--- src/rtl/mem_frame_loader_pkg.sv ---
// mem_frame_loader_pkg: shared constants and state encoding for the frame loader
// and the register memory it feeds.
package mem_frame_loader_pkg;

   localparam int         MEM_DEPTH = 102;
   localparam logic [7:0] DEPTH_B   = 8'(MEM_DEPTH);
   localparam logic [7:0] SYNC_BYTE = 8'hA5;

   typedef enum logic [2:0] {
      S_IDLE,
      S_ADDR,
      S_LEN,
      S_DATA,
      S_CHK,
      S_DONE
   } state_t;

endpackage

--- src/rtl/mem_frame_loader_if.sv ---
// mem_frame_loader_if: byte-stream input handshake plus memory write port.
//   in_data/in_valid  : stream byte from the serial front-end
//   in_ready          : loader accepts a byte this cycle
//   mem_addr/mem_data : registered write address/data to the memory
//   mem_we            : registered write strobe, one cycle per byte
//   slave modport     : the loader side; master modport: the environment side
interface mem_frame_loader_if;

   logic [7:0] in_data;
   logic       in_valid;
   logic       in_ready;
   logic [7:0] mem_addr;
   logic [7:0] mem_data;
   logic       mem_we;

   modport slave (
      input  in_data, in_valid,
      output in_ready, mem_addr, mem_data, mem_we
   );

   modport master (
      output in_data, in_valid,
      input  in_ready, mem_addr, mem_data, mem_we
   );

endinterface

--- src/rtl/mem_frame_loader.sv ---
// mem_frame_loader: parses framed write bursts (SYNC, addr, len, data[, chk])
// from a byte stream and writes the data bytes into the register memory.
//   clk     : system clock, rising edge
//   reset   : asynchronous active-low reset
//   bus     : stream input + memory write port (mem_frame_loader_if.slave)
//   busy    : state != IDLE
//   done    : one-cycle pulse at frame end
//   err_oob : sticky, a data byte targeted addr >= MEM_DEPTH
//   err_chk : sticky, checksum mismatch (constant 0 unless the macro is set)
// Build option: define MEM_FRAME_LOADER_CHECKSUM_EN to expect a trailing XOR
// checksum byte covering addr, len and all data bytes.
module mem_frame_loader
   import mem_frame_loader_pkg::*;
(
   input  logic              clk,
   input  logic              reset,
   mem_frame_loader_if.slave bus,
   output logic              busy,
   output logic              done,
   output logic              err_oob,
   output logic              err_chk
);

`ifdef MEM_FRAME_LOADER_CHECKSUM_EN
   localparam bit CHK_EN = 1'b1;
`else
   localparam bit CHK_EN = 1'b0;
`endif

   // State reached once the last data byte (or a zero length) is consumed.
   localparam state_t END_ST = CHK_EN ? S_CHK : S_DONE;

   state_t     state_q, state_d;
   logic [7:0] ptr_q, ptr_d;
   logic [7:0] cnt_q, cnt_d;
   logic [7:0] sum_q, sum_d;
   logic [7:0] addr_q, addr_d;
   logic [7:0] data_q, data_d;
   logic       we_q, we_d;
   logic       oob_q, oob_d;
   logic       chk_q, chk_d;
   logic       acc;

   assign bus.in_ready = (state_q != S_DONE);
   assign acc          = bus.in_valid && bus.in_ready;
   assign bus.mem_addr = addr_q;
   assign bus.mem_data = data_q;
   assign bus.mem_we   = we_q;
   assign busy         = (state_q != S_IDLE);
   assign done         = (state_q == S_DONE);
   assign err_oob      = oob_q;
   assign err_chk      = chk_q;

   always_comb begin
      state_d = state_q;
      ptr_d   = ptr_q;
      cnt_d   = cnt_q;
      sum_d   = sum_q;
      addr_d  = addr_q;
      data_d  = data_q;
      we_d    = 1'b0;
      oob_d   = oob_q;
      chk_d   = chk_q;
      unique case (state_q)
         S_IDLE: if (acc && bus.in_data == SYNC_BYTE) begin
            state_d = S_ADDR;
            oob_d   = 1'b0;
            chk_d   = 1'b0;
         end
         S_ADDR: if (acc) begin
            ptr_d   = bus.in_data;
            sum_d   = bus.in_data;
            state_d = S_LEN;
         end
         S_LEN: if (acc) begin
            cnt_d   = bus.in_data;
            sum_d   = sum_q ^ bus.in_data;
            state_d = (bus.in_data == 8'd0) ? END_ST : S_DATA;
         end
         S_DATA: if (acc) begin
            // Out-of-range bytes are consumed without a write; ptr keeps
            // counting so a wrap past 255 lands back in range.
            we_d    = (ptr_q < DEPTH_B);
            addr_d  = (ptr_q < DEPTH_B) ? ptr_q : addr_q;
            data_d  = (ptr_q < DEPTH_B) ? bus.in_data : data_q;
            oob_d   = oob_q | (ptr_q >= DEPTH_B);
            ptr_d   = ptr_q + 8'd1;
            cnt_d   = cnt_q - 8'd1;
            sum_d   = sum_q ^ bus.in_data;
            state_d = (cnt_q == 8'd1) ? END_ST : S_DATA;
         end
         S_CHK: if (acc) begin
            chk_d   = chk_q | (bus.in_data != sum_q);
            state_d = S_DONE;
         end
         S_DONE: state_d = S_IDLE;
         default: state_d = S_IDLE;
      endcase
   end

   always_ff @(posedge clk or negedge reset) begin
      if (!reset) begin
         state_q <= S_IDLE;
         ptr_q   <= '0;
         cnt_q   <= '0;
         sum_q   <= '0;
         addr_q  <= '0;
         data_q  <= '0;
         we_q    <= 1'b0;
         oob_q   <= 1'b0;
         chk_q   <= 1'b0;
      end else begin
         state_q <= state_d;
         ptr_q   <= ptr_d;
         cnt_q   <= cnt_d;
         sum_q   <= sum_d;
         addr_q  <= addr_d;
         data_q  <= data_d;
         we_q    <= we_d;
         oob_q   <= oob_d;
         chk_q   <= chk_d;
      end
   end

endmodule

--- src/flat_wrapper.sv ---
// flat-port wrapper written by rule: the top's interface ports become plain ports
module mem_frame_loader_flat import mem_frame_loader_pkg::*;
  (clk, reset, busy, done, err_oob, err_chk, bus_in_data, bus_in_valid, bus_in_ready, bus_mem_addr, bus_mem_data, bus_mem_we);
  mem_frame_loader_if bus_i ();
  input  logic clk;
  input  logic reset;
  output logic busy;
  output logic done;
  output logic err_oob;
  output logic err_chk;
  input wire logic [$bits(bus_i.in_data)-1:0] bus_in_data;
  input wire logic [$bits(bus_i.in_valid)-1:0] bus_in_valid;
  output wire logic [$bits(bus_i.in_ready)-1:0] bus_in_ready;
  output wire logic [$bits(bus_i.mem_addr)-1:0] bus_mem_addr;
  output wire logic [$bits(bus_i.mem_data)-1:0] bus_mem_data;
  output wire logic [$bits(bus_i.mem_we)-1:0] bus_mem_we;
  assign bus_i.in_data = bus_in_data;
  assign bus_i.in_valid = bus_in_valid;
  assign bus_in_ready = bus_i.in_ready;
  assign bus_mem_addr = bus_i.mem_addr;
  assign bus_mem_data = bus_i.mem_data;
  assign bus_mem_we = bus_i.mem_we;
  mem_frame_loader u_core (.clk(clk), .reset(reset), .bus(bus_i), .busy(busy), .done(done), .err_oob(err_oob), .err_chk(err_chk));
endmodule
--- config.mk ---
export PLATFORM = sky130hd
export DESIGN_NAME = mem_frame_loader_flat
export DESIGN_NICKNAME = d
export VERILOG_FILES = /design/src/rtl/mem_frame_loader_pkg.sv /design/src/rtl/mem_frame_loader_if.sv /design/src/rtl/mem_frame_loader.sv /design/src/flat_wrapper.sv
export SDC_FILE = /design/constraint.sdc
export NUM_CORES = 1
export LEC_CHECK = 0
export ABC_CLOCK_PERIOD_IN_PS = 3900
export BUFFER_PORTS_ARGS = -buffer_cell sky130_fd_sc_hd__buf_2
export CAP_MARGIN = 40
export CELL_PAD_IN_SITES_DETAIL_PLACEMENT = 2
export CELL_PAD_IN_SITES_GLOBAL_PLACEMENT = 2
export CORE_MARGIN = 8
export CORE_UTILIZATION = 39
export DETAILED_ROUTE_END_ITERATION = 8
export GPL_TIMING_DRIVEN = 1
export HOLD_SLACK_MARGIN = 0.12
export PLACE_DENSITY_LB_ADDON = 0.3
export SLEW_MARGIN = 20
export SYNTH_ARGS = -nofsm -noshare
export SYNTH_HDL_FRONTEND = slang
export SYNTH_SLANG_ARGS = --single-unit
--- constraint.sdc ---
create_clock -name clk -period 3.9 [get_ports clk]
set_clock_uncertainty 0.2 [all_clocks]
set_input_delay 0.195 -clock clk [delete_from_list [all_inputs] [get_ports clk]]
set_output_delay 0.195 -clock clk [all_outputs]
set_load 0.03 [all_outputs]
==> results of run 1 <==
-- registers in the layout (all words and copies together) (netlist names) --
register / count
u_core.err_oob: 1
u_core.bus.mem_we: 1
u_core.state_q: 3
u_core.cnt_q: 8
u_core.ptr_q: 8
u_core.bus.mem_data: 8
u_core.sum_q: 8
u_core.err_chk: 1
u_core.bus.mem_addr: 8
-- what timing repair did --
| action | CTS | global route |
|---|---|---|
| hold endpoints to repair | 63 | 0 |
| gates resized for setup | 0 | 0 |
| hold buffers | 10 | 0 |
| setup endpoints to repair | 0 | 0 |
-- cells in the mapped netlist, types with 2 or more instances --
| library cell | instances | share of area [%] |
|---|---|---|
| inv_1 | 8 | 1.2 |
| mux2_1 | 8 | 3.6 |
| nor2b_1 | 2 | 0.49 |
| or2_2 | 3 | 0.74 |
| a311oi_1 | 8 | 2.8 |
| o31a_1 | 2 | 0.69 |
| nor2_1 | 16 | 2.4 |
| dfrtp_1 | 46 | 45 |
| ha_1 | 4 | 2.0 |
| clkbuf_2 | 2 | 0.40 |
| o22ai_1 | 2 | 0.49 |
| nor3_1 | 6 | 1.2 |
| xnor2_1 | 7 | 2.4 |
| nand4_1 | 4 | 0.99 |
| nand3_1 | 4 | 0.79 |
| and3b_1 | 2 | 0.69 |
| a2bb2oi_1 | 2 | 0.69 |
| mux2i_1 | 2 | 0.79 |
| and3_1 | 2 | 0.49 |
| a21oi_1 | 20 | 4.0 |
| a41oi_1 | 2 | 0.69 |
| nand2_1 | 15 | 2.2 |
| a22oi_1 | 4 | 1.2 |
| mux2_2 | 8 | 3.6 |
| o21ai_0 | 26 | 5.1 |
| buf_4 | 5 | 1.5 |
| a222oi_1 | 2 | 0.79 |
| a21boi_0 | 2 | 0.59 |
| clkbuf_1 | 4 | 0.59 |
| buf_6 | 5 | 2.2 |
| a31oi_1 | 2 | 0.49 |
| nand3b_1 | 3 | 0.89 |
-- power by group through the flow --
stage	registers [W]	logic, W	clock network [W]
6_report	0.000496	0.0000693	0.000372
5_1_grt	0.000498	0.0000764	0.000397
4_1_cts	0.000496	0.0000701	0.000386
3_5_place_dp	0.000505	0.0000616	0
3_3_place_gp	0.000504	0.0000564	0
2_1_floorplan	0.000500	0.0000361	0
-- cells by family (layout without fill, tap and decap cells) --
kind of cell	after synthesis	count (layout)
AOI/OAI and AO/OA	80	80
and+or+nand+nor	68	68
DFF	46	46
buffers and inverters	27	62
muxes	18	18
xor gates and xnor gates	8	8
adders and majority gates	4	4
-- metrics by stage --
| step | cell area, sq um | setup WS [ns] |
|---|---|---|
| floorplan | 2530 | 1.97 |
| global placement | 2670 | 1.45 |
| detailed placement | 2690 | 1.33 |
| CTS | 2900 | 1.34 |
| global route | 2910 | 1.19 |
| finish | 2910 | 1.31 |
-- worst max-delay path by stage --
stage | start | end | slack [ns] | cells past startpoint
2_1_floorplan | u_core.ptr_q[3] | u_core.bus.mem_addr[5] | 1.97 | 6
3_3_place_gp | u_core.state_q[0] | u_core.bus.mem_data[6] | 1.45 | 4
3_5_place_dp | u_core.state_q[0] | u_core.bus.mem_addr[0] | 1.33 | 4
4_1_cts | u_core.state_q[0] | u_core.bus.mem_addr[0] | 1.34 | 4
5_1_grt | u_core.state_q[0] | u_core.bus.mem_addr[0] | 1.19 | 4
6_report | u_core.state_q[0] | u_core.bus.mem_addr[0] | 1.31 | 4
-- critical path, delay by kind of cell, from the launching register on --
family	cells	cell delay, ns
AND/OR/NAND/NOR	3	1.20
flip-flops	1	0.64
multiplexers	1	0.43
-- metal layers --
layer	routed length, um	vias up
met5	0	-
met4	114	0
met3	223	9
met2	3980	33
met1	3530	1096
li1	-	986
-- final cells by class --
class                           count  area share (%)
Clock buffer                        5            2.36
Multi-Input combinational cell    178            42.0
Sequential cell                    46            39.6
Inverter                           10            1.29
Clock inverter                      3            1.50
Tap cell                           77            3.31
Timing Repair Buffer               44            10.0
==> results.md, run 1 <==
- The run finished with clean final reports.
- The later pin in the worst-skew pair is clocked with a latency of 0.30 ns.
- The tree is rooted in a clkbuf_8.
- The synthesis-to-finish area growth is 14.9%.
- The hold slack is 0.172 ns.
- For met1 alone, demand over resource in global routing was 20.8%.
- Buffers inserted during clock tree synthesis total 5.
- The post-detailed-route count of antenna-violating nets is 0.
- Counting I/O delays and the setup requirement, the final critical path takes 2.59 ns.
- In the final layout, the multi-input gates occupy 0.00122 sq mm.
- The total area inside the core boundary comes to 0.00631 sq mm.
- The max-slew violation count is 0.
- The number of global-route vias before repair is 2,310.
- The TritonCTS clock tree is done.
- The switching power as a share of total power is 25.0%.
- The count of buffers from port buffering is 32.
- The clock tree buffer depth is 2.
- The total die area is 0.00933 sq mm.
- The cell area after synthesis is 0.00253 sq mm.
- The number of nets produced by synthesis is 266.
- The internal power is 0.000703 W.
- The count of cell types in the netlist is 55.
- In the synthesized netlist the dominant register cell turns out to be dfrtp_1.
- The height of the die is 96.6 um.
- The type of destination of the critical path is a register.
- Of the total synthesized cell area, the portion taken by full adders, half adders and majority gates is 1.98%.
- After detailed routing, the number of remaining DRC violations is 0.
- The count of max-cap constraint violations is 0.
- For this run, asynchronously set or reset flops after synthesis account for 100%.
- The met3 global-route usage is 3.20%.
- In this run the most used layer during global routing was met2.
- The critical path startpoint category is a register.
- The worst-case IR drop observed on VDD is 178 uV.
- The critical path goes through and3b_1, nand2_2, nor3_4, mux2_2.
- Global routing finished with a remaining overflow of 0.
- The detailed router finished its first iteration with 98 violations.
- The category of the most critical setup path is register to register.
- The sequential cell fraction of total power is 52.9%.
- Measured against the total synthesized area, the mux share comes to 7.90%.
- The fraction of the core area covered by cells at the end of the flow is 46.1%.
- Data on the critical path is required at its endpoint by 3.89 ns.
- After clock tree synthesis, the setup repair step added 0 buffers.
- The global placement routability congestion is 0.800.
- The die is 96.6 um wide.
- For this design the static power due to leakage is 1.35 nW.
- The number of fill cells is 675.
- The maximum fanout along the worst path is 17.
- The largest individual stage delay along the critical path comes from the cell dfrtp_1.
- The initial standard-cell utilization of the core is 40.1%.
- The met2 track demand over resource in global routing is 29.2%.
- The pre-antenna-repair detailed-routing pass consisted of 4 iterations.
- At the pin with the least slew margin, the transition time is 0.804 ns.
- Summing internal, switching and leakage power gives 0.000938 W.
- The fraction of final layout cells with drive strength greater than 1 is 21.7%.
- Summed over all nets, the half-perimeter wirelength after detailed placement is 5540 um.
- The largest stage delay on the critical path is 0.64 ns.
- The synthesized netlist devotes 15.2% of its cell area to simple gates.
- During I/O placement, the number of pins put on the boundary was 33.
- The arrival time reported for the critical path endpoint is 2.58 ns.
- The synthesized-area fraction occupied by xor and xnor cells is 2.77%.
- Summed over all failing endpoints, the final setup total negative slack is 0 ns.
- After clock tree synthesis, the clock-pin slew on the worst setup and hold paths is 0.09 ns.
- The post-detailed-route via-to-cell ratio is 5.85.
- After floorplanning, the core was divided into 29 placement rows.
- Including well taps, the total number of placed cells is 344.
- The synthesized netlist devotes 20.3% of its cell area to compound gates.
- Setup violations remaining at the end of the flow were counted as 0.
- In this run the power spent charging and discharging nets is 0.000235 W.
- The startpoint of the lowest-slack register-to-register path is u_core.state_q[0].
- After detailed routing, the total wire length is 7850 um.
- For this run, the post-layout net count is 300.
- The fraction of the yosys area taken by sequential cells is 45.4%.
- Power spread over the standard cell area amounts to 322 mW/mm^2.
- The number of diodes added for antenna fixing is 0.
- The worst register-to-register path ends at u_core.bus.mem_addr[0].
- The part of the cycle the worst path needs is 66.4%.
- During synthesis, Yosys emitted a total of 0 warnings.
- Entering global routing, the biggest net connects 32 pins.
- In this run the register-to-register setup slack is 1.31 ns.
- The leading cell type in the layout, fill and taps excluded is dfrtp_1.
- In this run the mean area of a mapped cell was 10.1 sq um.
- After synthesis, the largest family of logic cells by area is compound AO/OA/AOI/OAI gates.
- Dividing the detail-routed wire length by the instance count gives 21.6 um.
- The clock drives 46 sinks.
- The maximum achievable frequency is 386 MHz.
- Registers take 0.00115 sq mm.
- In this run the number of H-tree levels came out at 2.
- After synthesis the netlist holds a flip-flop and latch count of 46.
- The number of antenna violations at the first check in global routing is 0.
- The finished layout holds 363 standard cells, fillers aside.
- The global-route usage over all layers is 16.9%.
- The worst pin sits at a relative slew slack of 46.2%.
- The first global-routing pass estimated 13,000 um of wire.
- The cell count after synthesis is 251.
- The final number of hold-violating endpoints came to 0.
- Yosys mapped a number of flops with a built-in enable equal to 0.
- The power share of the combinational group is 7.4%.
- The class of the worst hold path is input pin to asynchronous set/reset pin.
- In the layout the commonest cells are dfrtp_1, buf_2, o21ai_0, a21oi_1, nor2_1.
- Setup repair after global routing left no endpoint under its margin.
- Detailed routing inserted a total of 2,124 vias.
- The number of cell instances on the worst register-to-register path is 4.
- The clock network burns 39.7% of the power.
Power figures use the tool's default switching activity.
==> inputs of run 2 (changes only) <==
ABC_CLOCK_PERIOD_IN_PS = 2630   (was 3900)
CORE_UTILIZATION = 37   (was 39)
clock period = 2.63 ns   (was 3.9 ns; I/O delays follow)
==> results.md, run 2 (synthesis results as in run 1) <==
- The clock root buffer master is clkbuf_8.
- The number of global-route vias before repair came to 2,361.
- Summed over all layers, the routed wires come to 7650 um.
- The final number of hold-violating endpoints is 0.
- The clock transition at the register clock pins on the worst setup and hold paths after CTS is 0.10 ns.
- In this run the cell area measured after placement is 0.00272 sq mm.
- The floorplan step set the die width to 98.8 um.
- The library cell used most frequently in the layout, excluding fill and tap cells, is dfrtp_1.
- Leaving out fill and tap cells, the most frequent cells in the layout are dfrtp_1, buf_2, o21ai_0, a21oi_1, nor2_1.
- At the end of the flow the core is filled with cells to 43.4%.
- STA puts the critical path data required time at 2.61 ns.
- The master of the slowest instance on the critical path is dfrtp_1.
- The fraction of final layout cells with drive strength greater than 1 is 23.0%.
- The final worst slack is 0.338 ns.
- The number of endpoints failing setup at the final stage is 0.
- On the worst path, the slowest cell contributes a delay of 0.56 ns.
- The part of the cycle the worst path needs is 87.1%.
- The residual overflow from global routing is 0.
- The most critical setup path has its startpoint at u_core.state_q[0].
- The post-detailed-route via-to-cell ratio is 5.73.
- The longest clock path from root to sink contains 2 buffers.
- The pin count of the biggest net entering global routing is 27.
- The worst-case headroom to the max-slew limit is 65.0%.
- The wire length of the first global-routing pass is 12,900 um.
- The maximum level of the CTS H-tree is 2.
- In the final routed layout, each cell accounts on average for 20.6 um.
- The clock buffer count from CTS is 5.
- Data on the critical path arrives at its endpoint at 2.27 ns.
- The worst register-to-register path ends at u_core.state_q[1].
- Measured along the y axis, the die boundary spans 98.8 um.
- The number of fill cells is 732.
- The number of antenna violations at the first check in global routing is 0.
- Setup repair after global routing left no endpoint under its margin.
- The number of remaining DRC errors is 0.
- The cell area after layout is 0.00291 sq mm.
- The maximum VDD drop is 173 uV.
- The maximum fanout along the worst path is 16.
- The worst register-to-register path begins at u_core.state_q[0].
- The count of pins on the block boundary is 33.
- The number of gates given a new drive strength after cts is 0.
- The global-route usage over all layers is 16.4%.
- The post-detailed-route count of antenna-violating nets is 0.
- The critical path in this run is classified as register to register.
- The initial standard-cell utilization of the core is 37.7%.
- The slew at the pin closest to its max-slew limit is 0.524 ns.
- The worst hold path belongs to the class input pin to asynchronous set/reset pin.
- The setup slack of the most critical reg-to-reg path is 0.34 ns.
- The number of placement rows is 30.
- The clock period minus final worst setup slack is 2.29 ns.
- The tree built by TritonCTS fans out to 46 sinks.
- Compared with the post-synthesis result, the final layout area differs by 15.0%.
- The critical path startpoint category is a register.
- Summed over all cells, the static leakage comes to 1.35 nW.
- The total number of vias is 2,126.
- STA classifies the critical path endpoint as a register.
- The overall power is 0.00129 W.
- The max-slew violation count was 0.
- In this run the power density over the cells is 443 mW/mm^2.
- The total negative slack is 0 ns.
- The count of buffers from port buffering is 32.
- Counting cells, the worst reg-to-reg path comes to 4.
- The tool flagged a number of max-cap violations equal to 0.
- The detailed placement HPWL is 5430 um.
- The first routing iteration left 123 violations.
- The signal on the critical path passes through nor3_1, nand4_1, a2bb2o_2, a222oi_1.
- The detailed-routing iteration count for the pre-antenna-repair pass is 4.
- Timing analysis after detailed placement gives a worst setup slack of 0.444 ns.
- The number of diodes added for antenna fixing is 0.
- The termination of the worst setup path is u_core.state_q[1].
- Routability-driven placement finished with a final weighted congestion of 0.779.
- The flow ran to the end, and the final reports show no timing, DRC or antenna violations.
- The die covers 0.00975 sq mm.
- For this run, the top clock speed supported by timing is 436 MHz.
- The post-layout net count is 305.
- The area inside the core boundary is 0.00672 sq mm.
- TritonCTS built the clock tree.
- The later-pin clock latency in the skew report is 0.31 ns.
## run 2: where the power goes
part	switching, W	total (W)	internal, W	leakage, nW
combinational	0.0000614	0.000101	0.0000399	0.674
clock	0.000266	0.000453	0.000187	0.0441
sequential	0.0000195	0.000736	0.000716	0.632
total	0.000347	0.00129	0.000944	1.35
## run 2: worst min path at each step
| stage | to | slack, ns | cells after the start |
|---|---|---|---|
| after floorplan | u_core.bus.mem_addr[0] | -0.36 | 0 |
| after global placement | u_core.sum_q[0] | -0.06 | 2 |
| after detailed placement | u_core.sum_q[0] | -0.05 | 2 |
| after CTS | u_core.sum_q[0] | 0.15 | 3 |
| after global routing | u_core.state_q[1] | 0.21 | 3 |
| final | u_core.cnt_q[7] | 0.17 | 3 |
## run 2: layout make-up
cell class	instances	area, sq um	area share (%)
multi-input combinational	178	1220	41.9
sequential	46	1150	39.5
timing repair buffer	49	313	10.7
tap	80	100	3.44
clock buffer	5	68.8	2.36
inverter	10	37.5	1.29
clock inverter	3	21.3	0.730
## run 2: through the flow
step                      cells  hold WS [ns]
after floorplan             251        -0.364
after global placement      353       -0.0568
after detailed placement    353       -0.0505
after CTS                   371         0.155
after global routing        371         0.214
final                       371         0.168
## run 2: repair_timing
item | in CTS | in global routing
buffers inserted | 0 | 0
endpoints found under the hold margin | 75 | 0
hold buffers | 10 | 0
setup endpoints to repair | 0 | 0
## run 2: critical path: cells and delay by family, from the launching register on
kind | cells | cell delay, ns
AO/OA/AOI/OAI | 2 | 0.59
flip-flops | 1 | 0.56
AND/OR/NAND/NOR | 2 | 0.82
## run 2: layer usage
| layer | vias to the layer above | routed length (um) | global-route usage [%] |
|---|---|---|---|
| met4 | 0 | 70 | 4.72 |
| met5 | - | 0 | 0 |
| li1 | 995 | - | - |
| met1 | 1090 | 3580 | 21.6 |
| met3 | 5 | 267 | 3.03 |
| met2 | 36 | 3730 | 26.7 |
==> inputs of run 3 (changes only) <==
ABC_CLOCK_PERIOD_IN_PS = 2250   (was 2630)
clock period = 2.25 ns   (was 2.63 ns; I/O delays follow)
==> results.md, run 3 (synthesis results as in run 1) <==
- The worst-case hold path end point is u_core.bus.mem_addr[5].
- The wire length of the first global-routing pass is 13,400 um.
- The number of cell instances on the worst register-to-register path is 4.
- The critical path startpoint category is an input pin.
- The number of global-route vias before repair is 2,405.
- The final layout contains 317 nets.
- The hold buffer count at CTS is 12.
- The pin count of the biggest net entering global routing is 23.
- Setup repair after global routing left no endpoint under its margin.
- The region available for standard cell placement spans 0.00672 sq mm.
- The total negative slack is 0 ns.
- The class of the worst hold path is register to register.
- Measured along the y axis, the die boundary spans 98.8 um.
- Counting I/O delays and the setup requirement, the final critical path takes 2.08 ns.
- After clock tree synthesis, the clock-pin slew on the worst setup and hold paths is 0.10 ns.
- The setup slack of the most critical reg-to-reg path is 0.28 ns.
- The count of buffers added on input and output ports is 32.
- In this design, the stage delay of the slowest critical-path cell is 0.96 ns.
- The count of pins on the block boundary is 33.
- The cell area after layout is 0.00301 sq mm.
- The pre-CTS setup slack is 0.314 ns.
- The max-slew violation count is 0.
- Routability-driven placement finished with a final weighted congestion of 0.799.
- The most numerous cell type found on the critical path is dlygate4sd3_1.
- Detailed placement ended at an HPWL of 5740 um.
- The longest clock path from root to sink contains 2 buffers.
- After detailed routing, the number of remaining DRC violations is 0.
- The number of antenna violations at the first check in global routing is 0.
- The category of the most critical setup path is input pin to asynchronous set/reset pin.
- Once routing completed, OpenROAD measured the worst setup slack at 0.174 ns.
- The synthesis-to-finish area growth is 18.8%.
- The slew at the pin closest to its max-slew limit is 0.628 ns.
- In this run the power density over the cells is 508 mW/mm^2.
- The number of diodes added for antenna fixing is 0.
- Setup violations remaining at the end of the flow were counted as 0.
- Along the worst hold path, the cell count comes to 1.
- The capture instance of the worst register-to-register path is u_core.state_q[1].
- After filler insertion, the fill cell instance count of the layout stands at 738.
- The maximum fanout along the worst path is 12.
- The detailed router placed 2,205 vias in this run.
- The clock root buffer master is clkbuf_8.
- The type of destination of the critical path is an asynchronous set/reset pin.
- The maximum VDD drop is 241 uV.
- The post-detailed-route via-to-cell ratio is 5.76.
- The initial standard-cell utilization of the core is 37.7%.
- Together, buffers and inverters on the worst path number 4.
- STA puts the critical path data arrival time at 2.26 ns.
- The area of combinational cells with multiple inputs is 0.00122 sq mm.
- The startpoint of the lowest-slack register-to-register path is u_core.state_q[1].
- Hold timing on the final database bottoms out at a slack of 0.299 ns.
- Post-CTS timing repair inserted 0 buffers for setup.
- The count of max-cap constraint violations is 0.
- The total die area is 0.00975 sq mm.
- In the layout the commonest cells are dfrtp_1, buf_2, o21ai_0, a21oi_1, buf_4.
- The part of the cycle the worst path needs is 92.3%.
- The die is 98.8 um wide.
- The detail route stage leaves a number of antenna-violating nets equal to 0.
- Broken down by cell family, the worst path's largest delay share belongs to buffers and inverters.
- The routed design has 7990 um of wire.
- The number of gates given a new drive strength after cts is 0.
- The flow ran to the end, and the final reports show no timing, DRC or antenna violations.
- The detailed-routing iteration count for the pre-antenna-repair pass is 4.
- The worst-case headroom to the max-slew limit is 58.0%.
- The fraction of final layout cells with drive strength greater than 1 is 25.4%.
- The global-route usage over all layers is 17.3%.
- The mean routed wirelength per cell is 20.9 um.
- The maximum achievable frequency is 482 MHz.
- The first-iteration detailed-routing DRC count is 88.
- The TritonCTS clock tree is done.
- The final number of hold-violating endpoints was 0.
- The library cell used most frequently in the layout, excluding fill and tap cells, is dfrtp_1.
- Summed over all layers, the global routing overflow is 0.
- For this design the static power due to leakage is 1.40 nW.
- The master of the slowest instance on the critical path is dlygate4sd3_1.
- For the worst-skew pair, the clock arrives at the later sink with an insertion delay of 0.31 ns.
- The maximum level of the CTS H-tree is 2.
- Counting every sink on the clock net gives 46.
- Counting the buffers created by CTS gives 5.
- The start point of the worst hold path is u_core.bus.mem_addr[5].
- The required time of the critical path is 2.44 ns.
- The sequential cell area in the final layout is 0.00115 sq mm.
- The number of placement rows is 30.
- After detailed placement, the total cell area comes to 0.00280 sq mm.
- Walking the worst path, the cells encountered are dlygate4sd3_1, dlygate4sd3_1, buf_2, dlygate4sd3_1.
-- run 3: cell types whose count changed in the layout (fill, tap and decap cells not counted) --
| cell | change |
|---|---|
| clkinv_4 | -1 |
| clkinv_2 | -1 |
| clkinvlp_4 | +1 |
| inv_6 | +1 |
| buf_4 | +10 |
| dlygate4sd3_1 | +2 |
-- run 3: worst max-delay path by stage --
stage / from / end / cells past startpoint
5_1_grt: reset / u_core.err_oob / 4
3_3_place_gp: u_core.state_q[1] / u_core.state_q[1] / 4
3_5_place_dp: u_core.state_q[1] / u_core.state_q[1] / 4
2_1_floorplan: u_core.ptr_q[3] / u_core.bus.mem_addr[5] / 6
6_report: reset / u_core.err_oob / 4
4_1_cts: reset / u_core.err_oob / 4
-- run 3: cell type report --
cell class,count,share of cell area [%]
multi-input cells,178,40.6
flip-flops and latches,46,38.2
repair buffers,61,13.5
well taps,80,3.33
clock buffers,5,2.29
inverters,10,1.25
clock inverters,3,0.790
-- run 3: power by group --
part | switching, W | internal, W
registers | 0.0000199 | 0.000837
logic | 0.0000752 | 0.0000524
clock network | 0.000322 | 0.000223
total | 0.000417 | 0.00111
-- run 3: per-layer routing --
| metal | track usage, % | routed length (um) | part of all wire [%] |
|---|---|---|---|
| met1 | 21.3 | 3610 | 45 |
| met2 | 30.0 | 3970 | 50 |
| met4 | 4.37 | 113 | 1.4 |
| met5 | 0 | 0 | 0 |
| met3 | 3.38 | 299 | 3.7 |
-- run 3: through the flow --
step           cells  total power [W]  util, %
5_1_grt          383          0.00159     44.8
3_3_place_gp     363         0.000981     41.6
2_1_floorplan    251         0.000929        -
3_5_place_dp     363         0.000985     41.6
6_report         383          0.00153     44.8
4_1_cts          383          0.00155     44.8
